===== src/rtl/pwm32_capture_pkg.sv =====
// Shared types for the PWM capture block.
// FSM encoding and synchroniser depth default.
package pwm32_capture_pkg;

  localparam int SYNC_STAGES_DEF = 2;

  typedef enum logic [1:0] {
    ST_IDLE,
    ST_ARM,
    ST_HIGH,
    ST_LOW
  } state_t;

endpackage


===== src/rtl/pwm32_capture_sync.sv =====
// Input synchroniser with an edge flop.
// Reports the settled level plus registered rise/fall flags.
module pwm32_capture_sync #(
  parameter int STAGES = 2
) (
  input  logic clk,
  input  logic rst_n,
  input  logic din,
  input  logic inv,
  output logic level,
  output logic rise,
  output logic fall
);

  logic [STAGES-1:0] sq;
  logic [STAGES:0]   fill;
  logic              cur;
  logic              lvl_q;
  logic              rise_q;
  logic              fall_q;

  assign cur = sq[STAGES-1] ^ inv;

  // No edges until the chain holds real samples, so a
  // level that is already high at reset is not a rise.
  always_ff @(posedge clk or negedge rst_n) begin
    if (!rst_n) begin
      sq     <= '0;
      fill   <= '0;
      lvl_q  <= 1'b0;
      rise_q <= 1'b0;
      fall_q <= 1'b0;
    end else begin
      sq     <= {sq[STAGES-2:0], din};
      fill   <= {fill[STAGES-1:0], 1'b1};
      lvl_q  <= cur;
      rise_q <= fill[STAGES] & cur & ~lvl_q;
      fall_q <= fill[STAGES] & ~cur & lvl_q;
    end
  end

  assign level = lvl_q;
  assign rise  = rise_q;
  assign fall  = fall_q;

endmodule


===== src/rtl/pwm32_capture.sv =====
// PWM input capture: period and high time in prescaled ticks,
// held under a valid/ack handshake with overrun and stuck detection.
module pwm32_capture
  import pwm32_capture_pkg::*;
#(
  parameter int CNT_W       = 32,
  parameter int SYNC_STAGES = SYNC_STAGES_DEF
) (
  input  logic             clk,
  input  logic             rst_n,
  input  logic             pwm_in,
  input  logic             en,
  input  logic             inv,
  input  logic [3:0]       clkdiv,
  input  logic [CNT_W-1:0] timeout,
  input  logic             ack,
  output logic [CNT_W-1:0] period,
  output logic [CNT_W-1:0] high_time,
  output logic             valid,
  output logic             overrun,
  output logic             sat,
  output logic             stuck,
  output logic             stuck_lvl
);

  localparam logic [CNT_W-1:0] MAX = '1;
  localparam logic [CNT_W-1:0] ONE = CNT_W'(1);

  logic level;
  logic rise;
  logic fall;

  pwm32_capture_sync #(
    .STAGES(SYNC_STAGES)
  ) u_sync (
    .clk   (clk),
    .rst_n (rst_n),
    .din   (pwm_in),
    .inv   (inv),
    .level (level),
    .rise  (rise),
    .fall  (fall)
  );

  state_t           state;
  state_t           state_nxt;
  logic [3:0]       pre;
  logic [CNT_W-1:0] cnt;
  logic [CNT_W-1:0] gap;
  logic [CNT_W-1:0] hi_q;
  logic [CNT_W-1:0] cap;
  logic             hi_sat;
  logic             cap_sat;
  logic             tick;
  logic             edge_any;
  logic             expire;
  logic             publish;
  logic             latch_hi;
  logic             restart;
  logic             to_hit;

  assign tick     = (pre == clkdiv);
  assign edge_any = rise | fall;
  // The edge cycle itself is tick 1 of the captured interval.
  assign cap      = (cnt == MAX) ? MAX : cnt + ONE;
  assign cap_sat  = (cap == MAX);
  assign expire   = (timeout != '0) && (gap >= timeout)
                    && !edge_any;

  always_comb begin
    state_nxt = state;
    publish   = 1'b0;
    latch_hi  = 1'b0;
    restart   = 1'b0;
    to_hit    = 1'b0;
    if (!en) begin
      state_nxt = ST_IDLE;
    end else begin
      unique case (state)
        ST_IDLE: state_nxt = ST_ARM;
        ST_ARM: begin
          if (rise) begin
            restart   = 1'b1;
            state_nxt = ST_HIGH;
          end else if (expire) begin
            to_hit    = 1'b1;
            state_nxt = ST_ARM;
          end
        end
        ST_HIGH: begin
          if (fall) begin
            latch_hi  = 1'b1;
            state_nxt = ST_LOW;
          end else if (expire) begin
            to_hit    = 1'b1;
            state_nxt = ST_ARM;
          end
        end
        ST_LOW: begin
          if (rise) begin
            publish   = 1'b1;
            restart   = 1'b1;
            state_nxt = ST_HIGH;
          end else if (expire) begin
            to_hit    = 1'b1;
            state_nxt = ST_ARM;
          end
        end
        default: state_nxt = ST_IDLE;
      endcase
    end
  end

  always_ff @(posedge clk or negedge rst_n) begin
    if (!rst_n) state <= ST_IDLE;
    else        state <= state_nxt;
  end

  // gap measures ticks since the last edge of either polarity.
  always_ff @(posedge clk or negedge rst_n) begin
    if (!rst_n) begin
      pre       <= '0;
      cnt       <= '0;
      gap       <= '0;
      hi_q      <= '0;
      hi_sat    <= 1'b0;
      stuck     <= 1'b0;
      stuck_lvl <= 1'b0;
    end else if (!en || state == ST_IDLE) begin
      pre <= '0;
      cnt <= '0;
      gap <= '0;
      if (!en) stuck <= 1'b0;
    end else begin
      pre <= (rise || tick) ? 4'd0 : pre + 4'd1;
      if (restart || to_hit)
        cnt <= '0;
      else if (tick && cnt != MAX && state != ST_ARM)
        cnt <= cnt + ONE;
      if (edge_any || to_hit)
        gap <= '0;
      else if (tick && gap != MAX)
        gap <= gap + ONE;
      if (latch_hi) begin
        hi_q   <= cap;
        hi_sat <= cap_sat;
      end
      if (to_hit) begin
        stuck     <= 1'b1;
        stuck_lvl <= level;
      end else if (publish) begin
        stuck <= 1'b0;
      end
    end
  end

  always_ff @(posedge clk or negedge rst_n) begin
    if (!rst_n) begin
      period    <= '0;
      high_time <= '0;
      valid     <= 1'b0;
      overrun   <= 1'b0;
      sat       <= 1'b0;
    end else if (publish) begin
      period    <= cap;
      high_time <= hi_q;
      sat       <= hi_sat | cap_sat;
      valid     <= 1'b1;
      overrun   <= valid & ~ack;
    end else if (ack && valid) begin
      valid   <= 1'b0;
      overrun <= 1'b0;
    end
  end

endmodule

===== config.mk =====
export PLATFORM = sky130hd
export DESIGN_NAME = pwm32_capture
export DESIGN_NICKNAME = d
export VERILOG_FILES = /design/src/rtl/pwm32_capture_pkg.sv /design/src/rtl/pwm32_capture_sync.sv /design/src/rtl/pwm32_capture.sv
export SDC_FILE = /design/constraint.sdc
export NUM_CORES = 1
export LEC_CHECK = 0
export BUFFER_PORTS_ARGS = -buffer_cell sky130_fd_sc_hd__buf_4
export CAP_MARGIN = 10
export CORE_MARGIN = 3
export CORE_UTILIZATION = 53
export CTS_CLUSTER_SIZE = 8
export DETAILED_ROUTE_END_ITERATION = 12
export GPL_ROUTABILITY_DRIVEN = 0
export PLACE_DENSITY = 0.77
export SETUP_SLACK_MARGIN = 0.15
export SLEW_MARGIN = 20
export SYNTH_ARGS = -nofsm -noshare
export SYNTH_HDL_FRONTEND = slang
export SYNTH_HIERARCHICAL = 1
export SYNTH_SLANG_ARGS = --single-unit

===== constraint.sdc =====
create_clock -name clk -period 2.82 [get_ports clk]
set_clock_uncertainty 0.1 [all_clocks]
set_input_delay 0.564 -clock clk [delete_from_list [all_inputs] [get_ports clk]]
set_output_delay 0.564 -clock clk [all_outputs]
set_load 0.02 [all_outputs]

**Yosys cells after proc, flatten, opt, wreduce, memory -nomap -nowiden**

Index checks and enable logic that the tools add are counted.

- Logic and storage cells: 100
- Bits in registers: 180
- Input port bits: 42

- Reduce and logical (&&, ||, !) cells: 22
- Bitwise gates (word level): 12
- $lt $le $gt $ge: 1
- Add/subtract/negate cells: 3
- Multiplexer cells: 34
- Equality and inequality tests: 10

Operator list:

| kind | number |
|---|---|
| $mux W32 | 7 |
| $add A32 B1 Y32 const B | 2 |
| $eq A32 B32 Y1 const B | 2 |
| $ne A32 B32 Y1 const B | 2 |
| $ge A32 B32 Y1 | 1 |
| $reduce_bool A32 Y1 | 1 |
| $mux W1 | 19 |
| $reduce_bool A3 Y1 | 3 |
| $mux W2 | 4 |
| $mux W4 | 2 |
| $logic_and A1 B1 Y1 | 6 |
| $pmux W2 S3 | 1 |
| $reduce_and A2 Y1 | 3 |
| $and A1 B1 Y1 | 5 |
| $add A4 B1 Y4 const B | 1 |
| $eq A2 B2 Y1 const B | 2 |
| $eq A4 B4 Y1 | 1 |
| $logic_or A1 B1 Y1 | 4 |
| $not A1 Y1 | 4 |
| $eq A2 B1 Y1 const B | 1 |
| $logic_not A1 Y1 | 2 |
| $logic_not A2 Y1 | 1 |
| $ne A2 B1 Y1 const B | 1 |
| $ne A2 B2 Y1 const B | 1 |
| 5 further kinds | 6 |

**Logic depth before layout (Yosys ltp)**

Gate-level depths: netlist of the first run.

- Depth in word-level cells: 10
- Depth in mapped cells: 11

**Modules after synthesis**

The synthesis of the first run kept the hierarchy.

By module, submodules not included:

| module | area each (um^2) | instances | cells each |
|---|---|---|---|
| pwm32_capture | 8837.2 | 1 | 916 |
| pwm32_capture_sync | 230.2 | 1 | 13 |

**Least setup slack after synthesis of the first run**

No wires, ideal clock.

- Path type: input to register
- From: input timeout[29]
- To: register cnt[0]
- Arrival: 2647 ps
- Data required time: 2588 ps
- Cell stages on the path: 10
- Setup slack: -58 ps
- Path buffers: 1
- Setup time: 132 ps
- Path through: inv_1 ha_1 nand4_1 or3_1 or3_1 nor2_1 a2111oi_2 o221ai_1 clkbuf_1 nor2_1

- Cells in the longest elaborated chain, start to end: 10
- Elaborated cells between the ends (all ways): 13
- Classes of those cells: order compare (1); mux (7); reduce/logical (5)

RTL lines:

| item | line | text |
|---|---|---|
| start, declared | pwm32_capture.sv:15 | `input logic [CNT_W-1:0] timeout,` |
| $ge A32 B32 Y1 / $reduce_bool A32 Y1 (equally long branches) | pwm32_capture.sv:67 | `assign expire = (timeout != '0) && (gap >= timeout)` |
| $logic_and A1 B1 Y1 * | pwm32_capture.sv:67 |  |
| $logic_and A1 B1 Y1 * | pwm32_capture.sv:68 | `&& !edge_any;` |
| $mux W1 * | pwm32_capture.sv:85, pwm32_capture.sv:94, pwm32_capture.sv:104 |  |
| $mux W1 (on tied branches) | pwm32_capture.sv:100, pwm32_capture.sv:91 |  |
| $pmux W1 S2 * | pwm32_capture.sv:79 | `unique case (state)` |
| $mux W1 * | pwm32_capture.sv:76 | `if (!en) begin` |
| $logic_or A1 B1 Y1 * | pwm32_capture.sv:136 | `if (restart \|\| to_hit)` |
| $mux W32 | pwm32_capture.sv:136 |  |
| $mux W32 | pwm32_capture.sv:129 | `end else if (!en \|\| state == ST_IDLE) begin` |
| end signal, assigned | pwm32_capture.sv:139 | `cnt <= cnt + ONE;` |
| end, declared | pwm32_capture.sv:48 | `logic [CNT_W-1:0] cnt;` |

Mark *: on every way between the ends. The rest lies on a longest branch, timed or not.
A chain may end at the register's enable or synchronous reset.

**Worst setup path after layout of the first run**

- From: register gap[29]
- To: register stuck_lvl

- Cells in the longest elaborated chain, start to end: 8
- Elaborated cells between the ends (all ways): 9
- Classes of those cells: order compare (1); mux (5); reduce/logical (3)

RTL lines:

| item | line | text |
|---|---|---|
| start, declared | pwm32_capture.sv:49 | `logic [CNT_W-1:0] gap;` |
| start signal, assigned | pwm32_capture.sv:143 | `gap <= gap + ONE;` |
| $ge A32 B32 Y1 * | pwm32_capture.sv:67 |  |
| $logic_and A1 B1 Y1 * | pwm32_capture.sv:67 |  |
| $logic_and A1 B1 Y1 * | pwm32_capture.sv:68 |  |
| $mux W1 * | pwm32_capture.sv:85, pwm32_capture.sv:94, pwm32_capture.sv:104 |  |
| $mux W1 (on tied branches) | pwm32_capture.sv:100, pwm32_capture.sv:91 |  |
| $pmux W1 S2 * | pwm32_capture.sv:79 |  |
| $mux W1 * | pwm32_capture.sv:76 |  |
| $reduce_and A2 Y1 (no line) * | -- |  |
| end signal, assigned | pwm32_capture.sv:150 | `stuck_lvl <= level;` |
| end, declared | pwm32_capture.sv:23 | `output logic stuck_lvl` |

Marked as above.

==> results of run 1 <==
metal layers:
metal / vias to the layer above / global-route usage / wire length (um)
li1: 3417 / - / -
met1: 3446 / 0.323 / 9380
met2: 238 / 0.369 / 10100
met3: 45 / 0.0518 / 1300
met4: 0 / 0.0737 / 411
met5: - / 0 / 0
worst min-delay path by stage:
stage | from | to | slack (ps)
after global placement | u_sync/fill[0] | u_sync/fill[1] | 230
after floorplan | rst_n | cnt[0] | 170
final | rst_n | gap[27] | 40
after detailed placement | u_sync/fill[0] | u_sync/fill[1] | 240
after global routing | rst_n | gap[29] | 80
after CTS | rst_n | gap[27] | 60
worst reg2reg max path, cell delays in order (launching register included):
cell	delay, ps
dfrtp_1	450
ha_4	300
nand4_1	90
or3_1	380
or3_4	380
nor2_4	120
a2111oi_4	100
buf_4	180
nor3_4	130
mux2_2	350
through the flow:
step | setup WS, ps | hold WS [ps] | cell area, um2 | total power [W]
after global placement | -32.9 | 234 | 10400 | 0.00291
after detailed placement | -108 | 238 | 10400 | 0.00291
after global routing | 27.3 | 82.3 | 11200 | 0.00563
final | 138 | 38.7 | 11200 | 0.00544
after CTS | 145 | 55.9 | 11100 | 0.00548
after floorplan | 151 | 168 | 9130 | 0.00275
power by group through the flow:
stage          clock [W]  combinational, W  sequential (W)
6_report         0.00257          0.000258         0.00261
5_1_grt          0.00274          0.000288         0.00261
4_1_cts          0.00261          0.000258         0.00261
3_5_place_dp           0          0.000257         0.00266
3_3_place_gp           0          0.000252         0.00266
2_1_floorplan          0         0.0000898         0.00266
cells in the mapped netlist (2+ instances only):
cell | count | share of area
and3_1 | 21 | 0.014
nand3_2 | 2 | 0.0022
nand3b_1 | 2 | 0.0017
o211ai_1 | 4 | 0.0033
nor3b_1 | 2 | 0.0017
clkbuf_1 | 31 | 0.013
xnor2_1 | 54 | 0.052
mux2i_1 | 5 | 0.0055
buf_2 | 11 | 0.0061
a21oi_1 | 13 | 0.0072
nand4_1 | 30 | 0.021
a21o_1 | 8 | 0.0066
mux2_2 | 33 | 0.041
ha_1 | 35 | 0.048
nand2b_1 | 4 | 0.0028
a31oi_1 | 2 | 0.0014
nor4_4 | 2 | 0.0047
xor2_1 | 43 | 0.042
nor4_1 | 16 | 0.011
or4_1 | 3 | 0.0025
nand3_1 | 27 | 0.015
inv_1 | 45 | 0.019
o21ai_0 | 72 | 0.040
nor3_1 | 15 | 0.0083
nand2_1 | 106 | 0.044
nor2b_1 | 7 | 0.0048
nor3_2 | 3 | 0.0033
and2_1 | 2 | 0.0014
and4_1 | 6 | 0.0058
dfrtp_1 | 180 | 0.50
nor2_1 | 121 | 0.050
or3_1 | 4 | 0.0028
flip-flops by register name (all words and copies together), names as in the netlist, 2 cells and up:
signal and cells:
period 32, u_sync/fill 3, pre 4, state 2, high_time 32, hi_q 32
u_sync/sq 2, cnt 32, gap 32
final cells by class:
type / instances / share of cell area
Clock buffer: 17 / 0.0381
Clock inverter: 15 / 0.0198
Inverter: 45 / 0.0151
Multi-Input combinational cell: 661 / 0.387
Sequential cell: 180 / 0.403
Tap cell: 220 / 0.0246
Timing Repair Buffer: 153 / 0.112
cell families (layout without fill, tap and decap cells):
kind of cell,after synthesis,in the layout,synth area share
buffers and inverters,89,230,0.0393
muxes,38,38,0.0465
AOI/OAI and AO/OA,108,108,0.0675
DFF,180,180,0.497
and+or+nand+nor,381,382,0.208
xor gates and xnor gates,97,97,0.0937
other,1,1,0.000414
adders and majority gates,35,35,0.0483
what timing repair did:
item / CTS / global route
pin swaps: 2 / 6
gates cloned: 0 / 1
hold buffers: 0 / 0
setup endpoints to repair: 7 / 68
resized for setup: 0 / 16
setup buffers: 0 / 6
hold endpoints to repair: 0 / 0
==> qor.txt, run 1 <==
Vias in the first global route -> 6995
CTS tree -> yes
Share of cells above drive strength 1 -> 0.234
Post-route antenna net violation count -> 0
Start of the worst register-to-register path -> gap[29]
Max Clk Rate -> 373 MHz
Crit path arrival time -> 2890 ps
Die Span X -> 137 um
Max_slew headroom -> 0.569
Sequential Power Share -> 0.479
Internal power -> 0.00421 W
Num rows -> 47
Syn nets -> 1006
CP max stage cell -> dfrtp_1
Maxcap violations -> 0
Clock transition at path regs -> 70 ps
P_sw -> 0.00123 W
Pre-Repair DR Iteration Count -> 5
CTS root buffer -> clkbuf_16
VDD IR max -> 0.401 mV
Final cell count without fillers -> 1291
Die area -> 18700 um2
CORE AREA -> 16600 um2
Tot GR Track Use -> 0.233
DRT iter0 DRCs -> 584
Worst slew pin tran -> 641 ps
I/O Pins -> 111
Outcome -> finished, final reports clean
Post-Syn Area per Cell -> 9.76 um2
Hold/Removal Path Class -> input pin to asynchronous set/reset pin
Levels on crit path -> 9
Worst reg2reg path endpoint -> stuck_lvl
Setup crit end kind -> register
RSZ-0062 raised after global routing -> yes
HPWL after DPL -> 14900 um
Crit. Startpoint -> gap[29]
Sw frac -> 0.226
Comb pwr share -> 0.047
CP endpoint -> stuck_lvl
Distinct cell type count after synthesis -> 52
Critical Path Fanout Max -> 4
Via/cell ratio -> 5.54
Cell area after synthesis -> 9070 um2
CTS Buf Count -> 17
CP peak stage delay -> 450 ps
Crit Path Category -> register to register
Top delay family on crit path -> simple AND/OR/NAND/NOR gates
WP data required -> 3030 ps
Clock power share -> 0.473
Number of flops mapped to enable cells by yosys -> 0
Register area -> 4510 um2
WP buf/inv -> 1
Worst reg-to-reg path cell count -> 9
Tcrit/Tclk final -> 0.951
Die Ht -> 137 um
Post-Syn Instances -> 929
Post-Route Setup TNS -> 0 ps
Filler Cells Inserted -> 1281
DR DRC count -> 0
Synthesis-stage register bit count -> 180
Antenna cell count -> 0
Via count -> 7146
Tmin final -> 2680 ps
Detailed Route WL -> 21200 um
# clock sinks -> 180
Later-pin clock latency in the skew report -> 430 ps
Final Hold Fails -> 0
Synth async-reset ratio -> 1.00
Leakage power -> 5.30 nW
Initial Utilization -> 0.545
Global route overflow -> 0
Initial antenna violation count -> 0
H-tree depth -> 4
Finished Core Util -> 0.672
Slew Limit Fails -> 0
Post-synthesis sequential area ratio -> 0.497
CTS Buffer Depth -> 2
Number of port buffers -> 110
Pwr/cell area -> 487 nW/um2
Crit-path cells -> ha_4, nand4_1, or3_1, or3_4, nor2_4, a2111oi_4, buf_4, nor3_4, mux2_2
Commonest non-fill, non-tap cells in the layout -> dfrtp_1, buf_4, nor2_1
Wirelength per Cell -> 16.4 um
Dpl cells -> 1252
Setup crit start kind -> register
Commonest non-fill, non-tap cell in the layout -> dfrtp_1
Largest net degree at the start of global routing -> 65
Area grow syn2layout -> 23.3%
First-pass GRT wire length -> 34700 um
Reg2Reg Setup Slack -> 140 ps
Yosys warns -> 6
Setup-failing EPs final -> 0
Nets -> 1135
Post-synth top flop -> dfrtp_1
Area of the multi-input gates -> 4330 um2
No activity file was read; power rests on OpenSTA's default activity.
==> run 2: changes to the inputs <==
--- a/config.mk
+++ b/config.mk
@@ -13,6 +13,7 @@
 export DETAILED_ROUTE_END_ITERATION = 12
 export GPL_ROUTABILITY_DRIVEN = 0
 export PLACE_DENSITY = 0.77
+export RECOVER_POWER = 25
 export SETUP_SLACK_MARGIN = 0.15
 export SLEW_MARGIN = 20
 export SYNTH_ARGS = -nofsm -noshare
==> run 2 against run 1 <==
The run now ends with capacitance limit, slew limit left. Routed wire length fell by 0.30%. Total power about the same. Non-clock buffer count stayed put. Global-route usage unchanged. Maximum frequency decreased by 0.36%. Via count fell by 0.81%. Count of clock-buffer cells in the layout did not move. Setup slack got worse by 9.7 ps. Critical path depth unchanged. Sequential share of layout area grew 0.077 points. Die area unchanged. Largest power group unchanged.
==> qor.txt, run 2 (synthesis gave the netlist of run 1 again) <==
Pwr/cell area -> 488 nW/um2 (+0.25%)
RSZ-0062 raised after global routing -> yes
Worst slew pin tran -> 1710 ps (+1070 ps)
Nets -> 1135 (unchanged)
# clock sinks -> 180 (unchanged)
First-pass GRT wire length -> 34700 um (unchanged)
Leakage power -> 5.30 nW (-0.14%)
Dpl cells -> 1252 (unchanged)
Crit path arrival time -> 2900 ps (about the same)
H-tree depth -> 4 (unchanged)
Commonest non-fill, non-tap cells in the layout -> dfrtp_1, buf_4, nor2_1
Outcome -> finished, violations left
CTS Buf Count -> 17 (unchanged)
Num rows -> 47 (unchanged)
Finished Core Util -> 0.670 (-0.00128)
Largest net degree at the start of global routing -> 65 (unchanged)
Setup crit start kind -> register
Via count -> 7088 (-0.81%)
Die Span X -> 137 um (unchanged)
HPWL after DPL -> 14900 um (unchanged)
DR DRC count -> 0 (unchanged)
Tot GR Track Use -> 0.233 (unchanged)
Critical Path Fanout Max -> 4 (unchanged)
Crit-path cells -> ha_4, nand4_1, or3_1, or3_4, nor2_4, a2111oi_4, buf_4, nor3_4, mux2_2
Antenna cell count -> 0 (unchanged)
Die area -> 18700 um2 (unchanged)
VDD IR max -> 0.398 mV (-0.55%)
CP peak stage delay -> 450 ps (about the same)
Final Hold Fails -> 0 (unchanged)
Global route overflow -> 0 (unchanged)
CTS Buffer Depth -> 2 (unchanged)
Die Ht -> 137 um (unchanged)
Later-pin clock latency in the skew report -> 430 ps (about the same)
Max Clk Rate -> 371 MHz (-0.36%)
CTS tree -> yes
CTS root buffer -> clkbuf_16
Initial antenna violation count -> 0 (unchanged)
Share of cells above drive strength 1 -> 0.234 (unchanged)
Pre-Repair DR Iteration Count -> 5 (unchanged)
Crit Path Category -> register to register
WP data required -> 3030 ps (about the same)
Slew Limit Fails -> 63 (+63)
Tcrit/Tclk final -> 0.955 (+0.00345)
CP max stage cell -> dfrtp_1
Final Cell Area -> 11200 um2 (-0.19%)
Area grow syn2layout -> 23.0%
Final worst slack -> 128 ps (-9.74 ps)
Hold/Removal Path Class -> input pin to register
DP Area -> 10400 um2 (unchanged)
Max_slew headroom -> -0.139 (-0.708)
Maxcap violations -> 1 (+1)
Detailed Route WL -> 21200 um (-0.30%)
Setup crit end kind -> register
Commonest non-fill, non-tap cell in the layout -> dfrtp_1
CTS Hold Bufs -> 0 (unchanged)
Clock transition at path regs -> 70 ps (about the same)
Setup-failing EPs final -> 0 (unchanged)
Pre-CTS setup slack -> -108 ps (unchanged)
DRT iter0 DRCs -> 570 (-2.4%)
Wirelength per Cell -> 16.4 um (-0.30%)
Initial Utilization -> 0.545 (unchanged)
Failing checks -> capacitance limit, slew limit
Via/cell ratio -> 5.49 (-0.81%)
Number of port buffers -> 110 (unchanged)
Tmin final -> 2690 ps (+9.74 ps)
Final cell count without fillers -> 1291 (unchanged)
CORE AREA -> 16600 um2 (unchanged)
Post-route antenna net violation count -> 0 (unchanged)
I/O Pins -> 111 (unchanged)
Vias in the first global route -> 6995 (unchanged)
run 2: changes by cell type in the layout (fill, tap and decap cells not counted), sizes merged:
cell | previous run | this run
buf | 153 | 150
clkbuf | 17 | 20
run 2: metal layers:
metal / wire length, um / share of wire / up-vias / GRT usage
met5: 0 / 0 / - / 0
met4: 383 / 0.018 / 0 / 0.0737
met3: 1290 / 0.061 / 42 / 0.0518
met2: 10100 / 0.48 / 202 / 0.369
met1: 9420 / 0.45 / 3426 / 0.323
li1: - / - / 3418 / -
run 2: area by class of cell:
| class | count | area (um2) |
|---|---|---|
| fill | 1284 | 5490 |
| tap | 220 | 275 |
| clock buffer | 17 | 425 |
| inverter | 45 | 169 |
| timing repair buffer | 153 | 1230 |
| sequential | 180 | 4510 |
| clock inverter | 15 | 221 |
| multi-input combinational | 661 | 4330 |
run 2: final timing paths:
path	from	endpoint	slack [ps]	depth (start not counted)
setup / recovery	gap[29]	stuck_lvl	130	9
hold / removal	pwm_in	u_sync/sq[0]	160	1
setup reg to reg	gap[29]	stuck_lvl	130	9
hold reg to reg	u_sync/fill[0]	u_sync/fill[1]	250	0
max in group asynchronous	rst_n	period[7]	520	2
min in group asynchronous	rst_n	gap[29]	480	1
run 2: critical path: cells and delay by family (launching register included):
kind	cells	cell delay, ps
and+or+nand+nor	5	1100
AOI/OAI and AO/OA	1	100
buffers and inverters	1	170
DFF	1	450
adders and majority gates	1	300
muxes	1	350
run 2: metrics by stage:
step | hold WS (ps) | setup TNS, ps | total power [W]
after CTS | 55.9 | 0 | 0.00548
after floorplan | 168 | 0 | 0.00275
after global routing | 149 | 0 | 0.00563
final | 162 | 0 | 0.00544
after global placement | 234 | -901 | 0.00291
after detailed placement | 238 | -4750 | 0.00291
run 2: power by group:
group | switching (W) | total, W | leakage, nW | internal, W
clock | 0.00107 | 0.00258 | 0.319 | 0.00151
sequential | 0.0000115 | 0.00261 | 2.49 | 0.00260
combinational | 0.000156 | 0.000255 | 2.48 | 0.0000985
run 2: timing repair:
item                       CTS  global route
setup endpoints to repair    7            68
buffers inserted             0             6
pin swaps                    2             6
cloned                       0             1
gates resized for setup      0            16
==> run 3: changes to the inputs <==
--- a/config.mk
+++ b/config.mk
@@ -8,12 +8,11 @@
 export BUFFER_PORTS_ARGS = -buffer_cell sky130_fd_sc_hd__buf_4
 export CAP_MARGIN = 10
 export CORE_MARGIN = 3
-export CORE_UTILIZATION = 53
+export CORE_UTILIZATION = 50
 export CTS_CLUSTER_SIZE = 8
 export DETAILED_ROUTE_END_ITERATION = 12
 export GPL_ROUTABILITY_DRIVEN = 0
-export PLACE_DENSITY = 0.77
-export RECOVER_POWER = 25
+export PLACE_DENSITY = 0.73
 export SETUP_SLACK_MARGIN = 0.15
 export SLEW_MARGIN = 20
 export SYNTH_ARGS = -nofsm -noshare
==> run 3 against run 2 <==
The run now ends clean. Count of clock-buffer cells in the layout is 5 higher. Flip-flop and latch count stayed put. Via count is 0.47% lower. First-iteration DRC count is 4.0% lower. Critical path type unchanged. Highest routed layer unchanged.
==> qor.txt, run 3 (synthesis gave the netlist of run 1 again) <==
Register area -> 4510 um2 (about the same)
Worst hold path depth -> 1 (unchanged)
Initial antenna violation count -> 0 (unchanged)
CTS root buffer -> clkbuf_16
Initial Utilization -> 0.517 (-0.0278)
Worst reg2reg path endpoint -> gap[9]
Die Ht -> 141 um (+2.8%)
Via/cell ratio -> 5.43 (-1.2%)
Crit Path Category -> register to register
Final cell count without fillers -> 1300 (+0.70%)
Maxcap violations -> 0 (-1)
Hold/Removal Path Class -> input pin to register
Detailed Route WL -> 21600 um (+1.9%)
Crit. Startpoint -> gap[29]
CTS Buffer Depth -> 2 (unchanged)
Final worst slack -> 108 ps (-20.3 ps)
Internal power -> 0.00401 W (-4.8%)
VDD IR max -> 0.408 mV (+2.3%)
DR DRC count -> 0 (unchanged)
# clock sinks -> 180 (unchanged)
CORE AREA -> 17500 um2 (+5.4%)
Vias in the first global route -> 7147 (+2.2%)
Later-pin clock latency in the skew report -> 440 ps (about the same)
Via count -> 7055 (-0.47%)
Pre-CTS setup slack -> -131 ps (-22.7 ps)
Area grow syn2layout -> 22.9% (about the same)
Slew Limit Fails -> 0 (-100%)
Crit path arrival time -> 2940 ps (+40 ps)
Setup crit start kind -> register
Num rows -> 48 (+2.1%)
Pwr/cell area -> 467 nW/um2 (-4.3%)
Clock transition at path regs -> 70 ps (about the same)
Antenna cell count -> 0 (unchanged)
Tcrit/Tclk final -> 0.962 (+0.00719)
Tmin final -> 2710 ps (+20.3 ps)
Final Hold Fails -> 0 (unchanged)
Max_slew headroom -> 0.581 (+0.721)
Setup crit end kind -> register
Largest net degree at the start of global routing -> 103 (+58%)
Sequential Power Share -> 0.501 (+0.022)
Setup-failing EPs final -> 0 (unchanged)
Die Span X -> 141 um (+2.8%)
P_sw -> 0.00120 W (-2.7%)
Number of port buffers -> 110 (unchanged)
Global route overflow -> 0 (unchanged)
WP data required -> 3050 ps (+20 ps)
Leakage power -> 5.29 nW (-0.22%)
Met1 Track Usage GR -> 0.308 (-0.0142)
GR Util met2 -> 0.380 (+0.0107)
CTS tree -> yes
CTS Buf Count -> 17 (unchanged)
Reg2Reg Setup Slack -> 110 ps (-20 ps)
Worst reg-to-reg path cell count -> 10 (+1)
Nets -> 1139 (+0.35%)
First-pass GRT wire length -> 36200 um (+4.3%)
Sw frac -> 0.230 (+0.00381)
CP endpoint -> gap[9]
Dpl cells -> 1256 (+0.32%)
Busiest grt layer -> met2
Met3 GRT Util -> 0.0441 (-0.00774)
HPWL after DPL -> 15000 um (+0.86%)
Clock power share -> 0.445 (-0.029)
Die area -> 19800 um2 (+5.7%)
Post-route antenna net violation count -> 0 (unchanged)
Area of the multi-input gates -> 4310 um2 (-0.26%)
Worst slew pin tran -> 627 ps (-1080 ps)
Tot GR Track Use -> 0.226 (-0.00761)
Share of cells above drive strength 1 -> 0.238 (+0.00378)
Outcome -> finished, final reports clean
Critical Path Fanout Max -> 16 (+12)
Max Clk Rate -> 369 MHz (-0.75%)
Final Hold Slack -> 132 ps (-30.7 ps)
H-tree depth -> 4 (unchanged)
I/O Pins -> 111 (unchanged)
Comb pwr share -> 0.053 (+0.006)
Commonest non-fill, non-tap cells in the layout -> dfrtp_1, buf_4, nor2_1
Pre-Repair DR Iteration Count -> 5 (unchanged)
RSZ-0062 raised after global routing -> yes
Tot Pwr -> 0.00521 W (-4.3%)
Commonest non-fill, non-tap cell in the layout -> dfrtp_1
DRT iter0 DRCs -> 547 (-4.0%)
Filler Cells Inserted -> 1458 (+14%)
Wirelength per Cell -> 16.6 um (+1.2%)
Start of the worst register-to-register path -> gap[29]
run 3: layout make-up:
cell class                      instances  share of cell area
Sequential cell                       180               0.404
Multi-Input combinational cell        660               0.387
Timing Repair Buffer                  158               0.117
Clock buffer                           22              0.0425
Tap cell                              225              0.0253
Inverter                               45              0.0152
Clock inverter                         10             0.00853
run 3: layer usage:
metal | wire length (um) | vias to the layer above
li1 | - | 3423
met1 | 9710 | 3480
met2 | 10800 | 135
met3 | 916 | 17
met4 | 163 | 0
met5 | 0 | -
run 3: metrics by stage:
stage,cell area [um2],setup TNS (ps),utilization
floorplan,9130,0,-
global placement,10400,-2890,0.592
detailed placement,10400,-6420,0.592
CTS,11100,0,0.632
global route,11100,0,0.636
finish,11100,0,0.636
run 3: timing repair:
action	CTS	global route
hold buffers	1	0
hold endpoints to repair	44	0
buffers inserted	8	1
gates cloned	2	0
endpoints found under the setup margin	65	125
resized for setup	7	17
pin swaps	3	5
run 3: power by group through the flow:
stage	Clock (W)	Combinational, W	Sequential [W]
after global placement	0	0.000248	0.00266
after CTS	0.00234	0.000276	0.00261
after detailed placement	0	0.000252	0.00266
after global routing	0.00247	0.000308	0.00261
final	0.00232	0.000277	0.00261
after floorplan	0	0.0000898	0.00266
run 3: worst min-delay path by stage:
stage / start / to / slack (ps)
3_3_place_gp: u_sync/fill[1] / u_sync/fill[2] / 230
5_1_grt: pwm_in / u_sync/sq[0] / 120
2_1_floorplan: rst_n / cnt[0] / 170
3_5_place_dp: u_sync/fill[0] / u_sync/fill[1] / 240
4_1_cts: pwm_in / u_sync/sq[0] / 120
6_report: pwm_in / u_sync/sq[0] / 130
run 3: critical path, cell delays in order, from the launching register on:
cell       delay [ps]
dfrtp_2           450
ha_4              270
nand4_1           130
or3_4             390
or3_4             370
nor2_4            150
a2111oi_4          70
o211ai_1          280
buf_4             190
buf_12            150
nor2_1             50
